**config.mk**
```make
export PLATFORM = sky130hd
export DESIGN_NAME = mem_initiator
export DESIGN_NICKNAME = d
export VERILOG_FILES = /design/src/rtl/mem_pkg.sv /design/src/rtl/mem_lane_align.sv /design/src/rtl/mem_initiator.sv
export SDC_FILE = /design/constraint.sdc
export NUM_CORES = 1
export LEC_CHECK = 0
export CORE_MARGIN = 3
export CORE_UTILIZATION = 41
export DETAILED_ROUTE_END_ITERATION = 10
export GPL_ROUTABILITY_DRIVEN = 0
export PLACE_DENSITY = 0.81
export SETUP_SLACK_MARGIN = 0.2
export SKIP_LAST_GASP = 1
export SLEW_MARGIN = 0
export SYNTH_ARGS = -nofsm -noshare
export SYNTH_HDL_FRONTEND = slang
export SYNTH_SLANG_ARGS = --single-unit
```
**constraint.sdc**
```tcl
create_clock -name CLK -period 2.3 [get_ports CLK]
set_input_delay 0.46 -clock CLK [delete_from_list [all_inputs] [get_ports CLK]]
set_output_delay 0.46 -clock CLK [all_outputs]
set_load 0.1 [all_outputs]
```
**src/rtl/mem_pkg.sv**
```systemverilog
`default_nettype none
// ============================================================================
// Module : mem_pkg
// Brief  : Shared widths, size encoding and memory-op layout for mem_initiator.
// Rev    : 1.0
// ============================================================================
package mem_pkg;

    localparam int REQ_ADDR_WIDTH = 32;
    localparam int REQ_DATA_WIDTH = 32;
    localparam int MEM_OP_SIZE    = 4 + REQ_ADDR_WIDTH + REQ_DATA_WIDTH;

    localparam logic [1:0] SIZE_B = 2'd0;
    localparam logic [1:0] SIZE_H = 2'd1;
    localparam logic [1:0] SIZE_W = 2'd2;

    typedef struct packed {
        logic [3:0]                byte_en;
        logic [REQ_ADDR_WIDTH-1:0] addr;
        logic [REQ_DATA_WIDTH-1:0] data;
    } mem_op_t;

    // Size 3 is not a legal access width, so it is rejected like a misalignment.
    function automatic logic is_bad_access(input logic [1:0] size, input logic [1:0] off);
        logic bad;
        bad = 1'b0;
        case (size)
            SIZE_B:  bad = 1'b0;
            SIZE_H:  bad = off[0];
            SIZE_W:  bad = (off != 2'd0);
            default: bad = 1'b1;
        endcase
        return bad;
    endfunction

endpackage
`default_nettype wire

```
**src/rtl/mem_lane_align.sv**
```systemverilog
`default_nettype none
// ============================================================================
// Module : mem_lane_align
// Brief  : Combinational byte-lane placement for stores and extraction/extension for loads.
// Rev    : 1.0
// ============================================================================
module mem_lane_align
    import mem_pkg::*;
(
    input  logic [1:0]  st_size_i,
    input  logic [1:0]  st_off_i,
    input  logic [31:0] st_data_i,
    output logic [3:0]  st_byte_en_o,
    output logic [31:0] st_data_o,
    input  logic [1:0]  ld_size_i,
    input  logic [1:0]  ld_off_i,
    input  logic        ld_unsigned_i,
    input  logic [31:0] ld_word_i,
    output logic [31:0] ld_data_o
);

    logic [3:0]  w_be_base;
    logic [31:0] w_ld_shift;
    logic        w_ld_sign;

    always_comb begin
        w_be_base = 4'b1111;
        case (st_size_i)
            SIZE_B:  w_be_base = 4'b0001;
            SIZE_H:  w_be_base = 4'b0011;
            default: w_be_base = 4'b1111;
        endcase
    end

    // Lanes pushed past bit 31 fall off; legal aligned requests never do.
    assign st_byte_en_o = w_be_base << st_off_i;
    assign st_data_o    = st_data_i << {st_off_i, 3'b000};

    assign w_ld_shift = ld_word_i >> {ld_off_i, 3'b000};

    always_comb begin
        w_ld_sign = 1'b0;
        ld_data_o = w_ld_shift;
        case (ld_size_i)
            SIZE_B: begin
                w_ld_sign = ~ld_unsigned_i & w_ld_shift[7];
                ld_data_o = {{24{w_ld_sign}}, w_ld_shift[7:0]};
            end
            SIZE_H: begin
                w_ld_sign = ~ld_unsigned_i & w_ld_shift[15];
                ld_data_o = {{16{w_ld_sign}}, w_ld_shift[15:0]};
            end
            default: ld_data_o = w_ld_shift;
        endcase
    end

endmodule
`default_nettype wire

```
**src/rtl/mem_initiator.sv**
```systemverilog
`default_nettype none
// ============================================================================
// Module : mem_initiator
// Brief  : Single-outstanding load/store requester for the BRAM put/get protocol.
// Rev    : 1.0
// ============================================================================
module mem_initiator
    import mem_pkg::*;
(
    input  logic                   CLK,
    input  logic                   RST,
    input  logic                   req_valid,
    output logic                   req_ready,
    input  logic                   req_is_store,
    input  logic [1:0]             req_size,
    input  logic                   req_unsigned,
    input  logic [31:0]            req_addr,
    input  logic [31:0]            req_data,
    output logic                   resp_valid,
    input  logic                   resp_ready,
    output logic [31:0]            resp_data,
    output logic                   resp_err,
    output logic                   mem_put_valid,
    input  logic                   mem_put_ready,
    output logic [MEM_OP_SIZE-1:0] mem_put_request,
    output logic                   mem_get_valid,
    input  logic                   mem_get_ready,
    input  logic [MEM_OP_SIZE-1:0] mem_get_response
);

    typedef enum logic [1:0] {
        S_IDLE  = 2'd0,
        S_ISSUE = 2'd1,
        S_WAIT  = 2'd2,
        S_RESP  = 2'd3
    } state_t;

    state_t      state_q;
    mem_op_t     put_op_q;
    logic [1:0]  size_q;
    logic        unsigned_q;
    logic        is_store_q;
    logic        put_valid_q;
    logic        get_valid_q;
    logic        resp_valid_q;
    logic        resp_err_q;
    logic [31:0] resp_data_q;

    mem_op_t     w_get_op;
    logic [3:0]  w_st_be;
    logic [31:0] w_st_data;
    logic [31:0] w_ld_data;
    logic        w_bad;

    assign w_get_op = mem_get_response;
    assign w_bad    = is_bad_access(req_size, req_addr[1:0]);

    // Store lanes come from the live request (registered at accept);
    // load lanes use the registered request against the returned word.
    mem_lane_align u_lane_align (
        .st_size_i     (req_size),
        .st_off_i      (req_addr[1:0]),
        .st_data_i     (req_data),
        .st_byte_en_o  (w_st_be),
        .st_data_o     (w_st_data),
        .ld_size_i     (size_q),
        .ld_off_i      (put_op_q.addr[1:0]),
        .ld_unsigned_i (unsigned_q),
        .ld_word_i     (w_get_op.data),
        .ld_data_o     (w_ld_data)
    );

    always_ff @(posedge CLK) begin
        if (RST) begin
            state_q      <= S_IDLE;
            put_op_q     <= '0;
            size_q       <= 2'd0;
            unsigned_q   <= 1'b0;
            is_store_q   <= 1'b0;
            put_valid_q  <= 1'b0;
            get_valid_q  <= 1'b0;
            resp_valid_q <= 1'b0;
            resp_err_q   <= 1'b0;
            resp_data_q  <= 32'd0;
        end else begin
            case (state_q)
                S_IDLE: begin
                    if (req_valid) begin
                        size_q           <= req_size;
                        unsigned_q       <= req_unsigned;
                        is_store_q       <= req_is_store;
                        put_op_q.addr    <= req_addr;
                        put_op_q.byte_en <= req_is_store ? w_st_be : 4'd0;
                        put_op_q.data    <= req_is_store ? w_st_data : 32'd0;
                        if (w_bad) begin
                            resp_valid_q <= 1'b1;
                            resp_err_q   <= 1'b1;
                            resp_data_q  <= 32'd0;
                            state_q      <= S_RESP;
                        end else begin
                            put_valid_q  <= 1'b1;
                            state_q      <= S_ISSUE;
                        end
                    end
                end
                S_ISSUE: begin
                    if (mem_put_ready) begin
                        put_valid_q <= 1'b0;
                        get_valid_q <= 1'b1;
                        state_q     <= S_WAIT;
                    end
                end
                S_WAIT: begin
                    if (mem_get_ready) begin
                        get_valid_q  <= 1'b0;
                        resp_valid_q <= 1'b1;
                        resp_err_q   <= 1'b0;
                        resp_data_q  <= is_store_q ? 32'd0 : w_ld_data;
                        state_q      <= S_RESP;
                    end
                end
                S_RESP: begin
                    if (resp_ready) begin
                        resp_valid_q <= 1'b0;
                        resp_err_q   <= 1'b0;
                        resp_data_q  <= 32'd0;
                        state_q      <= S_IDLE;
                    end
                end
                default: state_q <= S_IDLE;
            endcase
        end
    end

    assign req_ready       = (state_q == S_IDLE) && !RST;
    assign resp_valid      = resp_valid_q;
    assign resp_err        = resp_err_q;
    assign resp_data       = resp_data_q;
    assign mem_put_valid   = put_valid_q;
    assign mem_put_request = put_op_q;
    assign mem_get_valid   = get_valid_q;

    // The responder must echo the address it was given; it has no functional effect here.
    a_get_addr_match: assert property (@(posedge CLK) disable iff (RST)
        (state_q == S_WAIT && mem_get_ready) |->
            ((w_get_op.addr == put_op_q.addr) && !$isunknown(w_get_op)));

endmodule
`default_nettype wire

```
==> run_results.csv <==
group,metric,value,unit
outcome,outcome,"finished clean",
clocking,clock-sinks,110,
route,num_vias,5085,
finish,stdcell_area,7480,um^2
grt,grt_antenna_before_repair,0,
die,core-area,11700,um^2
finish,nets,903,
route,drt_wl_total,16300,um
placement,port_buffers,210,
power_and_ir_drop,max-vdd-ir-drop,575,uV
finish,area_growth,48.7,%
clocking,clkSlewWorstSetupHoldPaths,0.07,ns
min_path,whs_path_depth,2,
timing,final_max_slew_viol_count,0,
route,drc,0,
die,fp.dieH,117,um
setup_path,r2r-start,"state_q[0]",
timing,period_needed,2.06,ns
timing,fmax,485,MHz
yosys,synth_most_common_cell,"dfxtp_1",
flow_run,cap_violations,0,
grt,grt_pass1_wl,24900,um
clocking,cts_hold_buf,0,
clocking,cts_tree,"yes",
setup_path,worstPathArrival,2.34,ns
grt,gr-usage-all-layers,22.8,%
yosys,synth_top_area_share,43.8,%
timing,period_share,89.6,%
die,io_pins,247,
clocking,cts_buffers,9,
yosys,yosysUniqueCellTypes,41,
placement,postPlaceCellArea,7140,um^2
finish,diodes,0,
setup_path,critical_path.startpoint_type,"register",
yosys,synth_common_cells,"110 x dfxtp_1, 92 x nand2_1, 52 x a21oi_1",
timing,worst_pin_slew,0.740,ns
yosys,synth_area_leaders,"dfxtp_1 44%, nand2_1 6.9%, mux2i_1 6.6%",
timing,hold_viol,0,
route,avgRoutedWirePerCell,18.0,um
timing,hold_slack,0.458,ns
yosys,synth_edf_count,0,
die,start_util,43.0,%
route,drt_iter0_drc,498,
min_path,hold_end,"mem_put_request[35]",
clocking,cts_root_buffer,"clkbuf_16",
setup_path,crit_required,2.58,ns
power_and_ir_drop,p_leak,2.97,nW
yosys,synth-seq-cells,110,
yosys,synthArstFlopShare,0,%
route,ant_nets,0,
clocking,clockBufferDepth,2,
setup_path,reg2reg_slack,0.24,ns
setup_path,path_class,"register to register",
power_and_ir_drop,power_density,1080,nW/um^2
die,rows,39,
grt,overflow,0,
power_and_ir_drop,power,0.00809,W
setup_path,rr_worst_depth,7,
yosys,netlist_area,5030,um^2
grt,grt_pass1_vias,4993,
yosys,syn_nets,699,
yosys,netlist_instances,551,
timing,max_slew_margin,50.4,%
clocking,clock_latency,0.34,ns
yosys,synth_ff_type,"dfxtp_1",
grt,grt_max_degree,71,
finish,drive_above_1_share,25.4,%
clocking,htreeDepth,3,
yosys,yosys_warnings,0,
timing,finClkSkew,0.00533,ns
setup_path,reg2reg_to,"resp_data[23]",
placement,hpwl,11700,um
die,die_area,13600,um^2
die,die_w,117,um
timing,setup_viol,0,
setup_path,path_max_fanout,12,
timing,rsz0062_at_grt,"yes",
yosys,avgSynthCellArea,9.13,um^2
min_path,hp-start,"mem_put_request[35]",
route,first_pass_iters,5,
yosys,ys_seq_area_share,43.8,%
min_path,min_path_type,"register to register",
setup_path,cp-end-kind,"register",
yosys,synth.largest_area_cell,"dfxtp_1",
route,avgViaCountPerCell,5.63,
==> routing by layer <==
layer  part of all wire, %  track usage, %  vias to the layer above
li1                      -               -                     2417
met1                    40            27.7                     2421
met2                    50            38.5                      209
met3                   7.1            5.24                       38
met4                   3.1            10.5                        0
met5                     0               0                        -
==> where the power goes <==
group / switching, W / internal (W) / leakage, nW
Sequential: 0.000213 / 0.00217 / 0.896
Combinational: 0.00289 / 0.00125 / 1.92
Clock: 0.000674 / 0.000904 / 0.146
==> what timing repair did <==
item                                    in CTS  in global routing
endpoints found under the setup margin      19                 32
cloned                                       0                  1
resized for setup                            1                  6
pin swaps                                    1                  1
setup buffers                                0                  1
==> area by class of cell <==
class | instances | area [um^2]
Tap cell | 143 | 179
Clock inverter | 3 | 42.5
Inverter | 3 | 11.3
Clock buffer | 13 | 260
Timing Repair Buffer | 241 | 2160
Fill cell | 980 | 4230
Multi-Input combinational cell | 390 | 2620
Sequential cell | 110 | 2210
==> flip-flops by register name, summed over array words and instances (netlist names) <==
register / flops
size_q: 2
mem_get_valid: 1
resp_err: 1
mem_put_request: 68
is_store_q: 1
mem_put_valid: 1
unsigned_q: 1
resp_valid: 1
state_q: 2
resp_data: 32
==> kinds of logic after synthesis <==
family | Yosys count | synth area share, %
AO/OA/AOI/OAI | 158 | 21.1
adder cells (fa/ha/maj) | 6 | 1.49
buffers and inverters | 51 | 4.60
flip-flops | 110 | 43.8
multiplexers | 58 | 14.2
AND/OR/NAND/NOR | 168 | 14.8
==> metrics by stage <==
stage / util, % / cells / setup TNS (ns) / setup WS [ns]
global route: 63.9 / 903 / 0 / 0.187
CTS: 63.5 / 901 / 0 / 0.179
global placement: 61.0 / 885 / 0 / 0.0192
floorplan: - / 551 / 0 / 0.167
detailed placement: 61.0 / 885 / -0.157 / -0.0246
finish: 63.9 / 903 / 0 / 0.240
==> worst max-delay path, cell delays in order (launching register included) <==
cell	delay (ns)
dfxtp_4	0.36
ha_1	0.22
nor2b_1	0.15
or4_4	0.54
nor4b_4	0.23
buf_4	0.18
clkbuf_16	0.16
a32o_1	0.16
==> worst max-delay path by stage <==
stage / startpoint / to / slack (ns) / cells past startpoint
2_1_floorplan: RST / req_ready / 0.17 / 3
3_3_place_gp: mem_get_ready / resp_data[29] / 0.02 / 6
3_5_place_dp: mem_get_ready / resp_data[29] / -0.02 / 6
4_1_cts: state_q[0] / resp_data[29] / 0.18 / 7
5_1_grt: state_q[0] / resp_data[23] / 0.19 / 7
6_report: state_q[0] / resp_data[23] / 0.24 / 7
==> layout by cell type, fill, tap and decap left out, types with 3 or more instances in the layout <==
cell type and instances:
mux2i_1 33, nor2_1 47, nand4_1 8, a21oi_1 51, mux4_2 9, a22o_1 8
mux2_2 16, a222oi_1 8, buf_12 6, ha_1 5, clkdlybuf4s50_1 104, o21ai_0 31
dfxtp_1 106, nand3_1 3, a22oi_1 26, clkbuf_16 10, a32o_1 16, nand2_1 91
a2bb2oi_1 8, buf_4 129
Note: power is estimated with default switching activity, not from simulation.
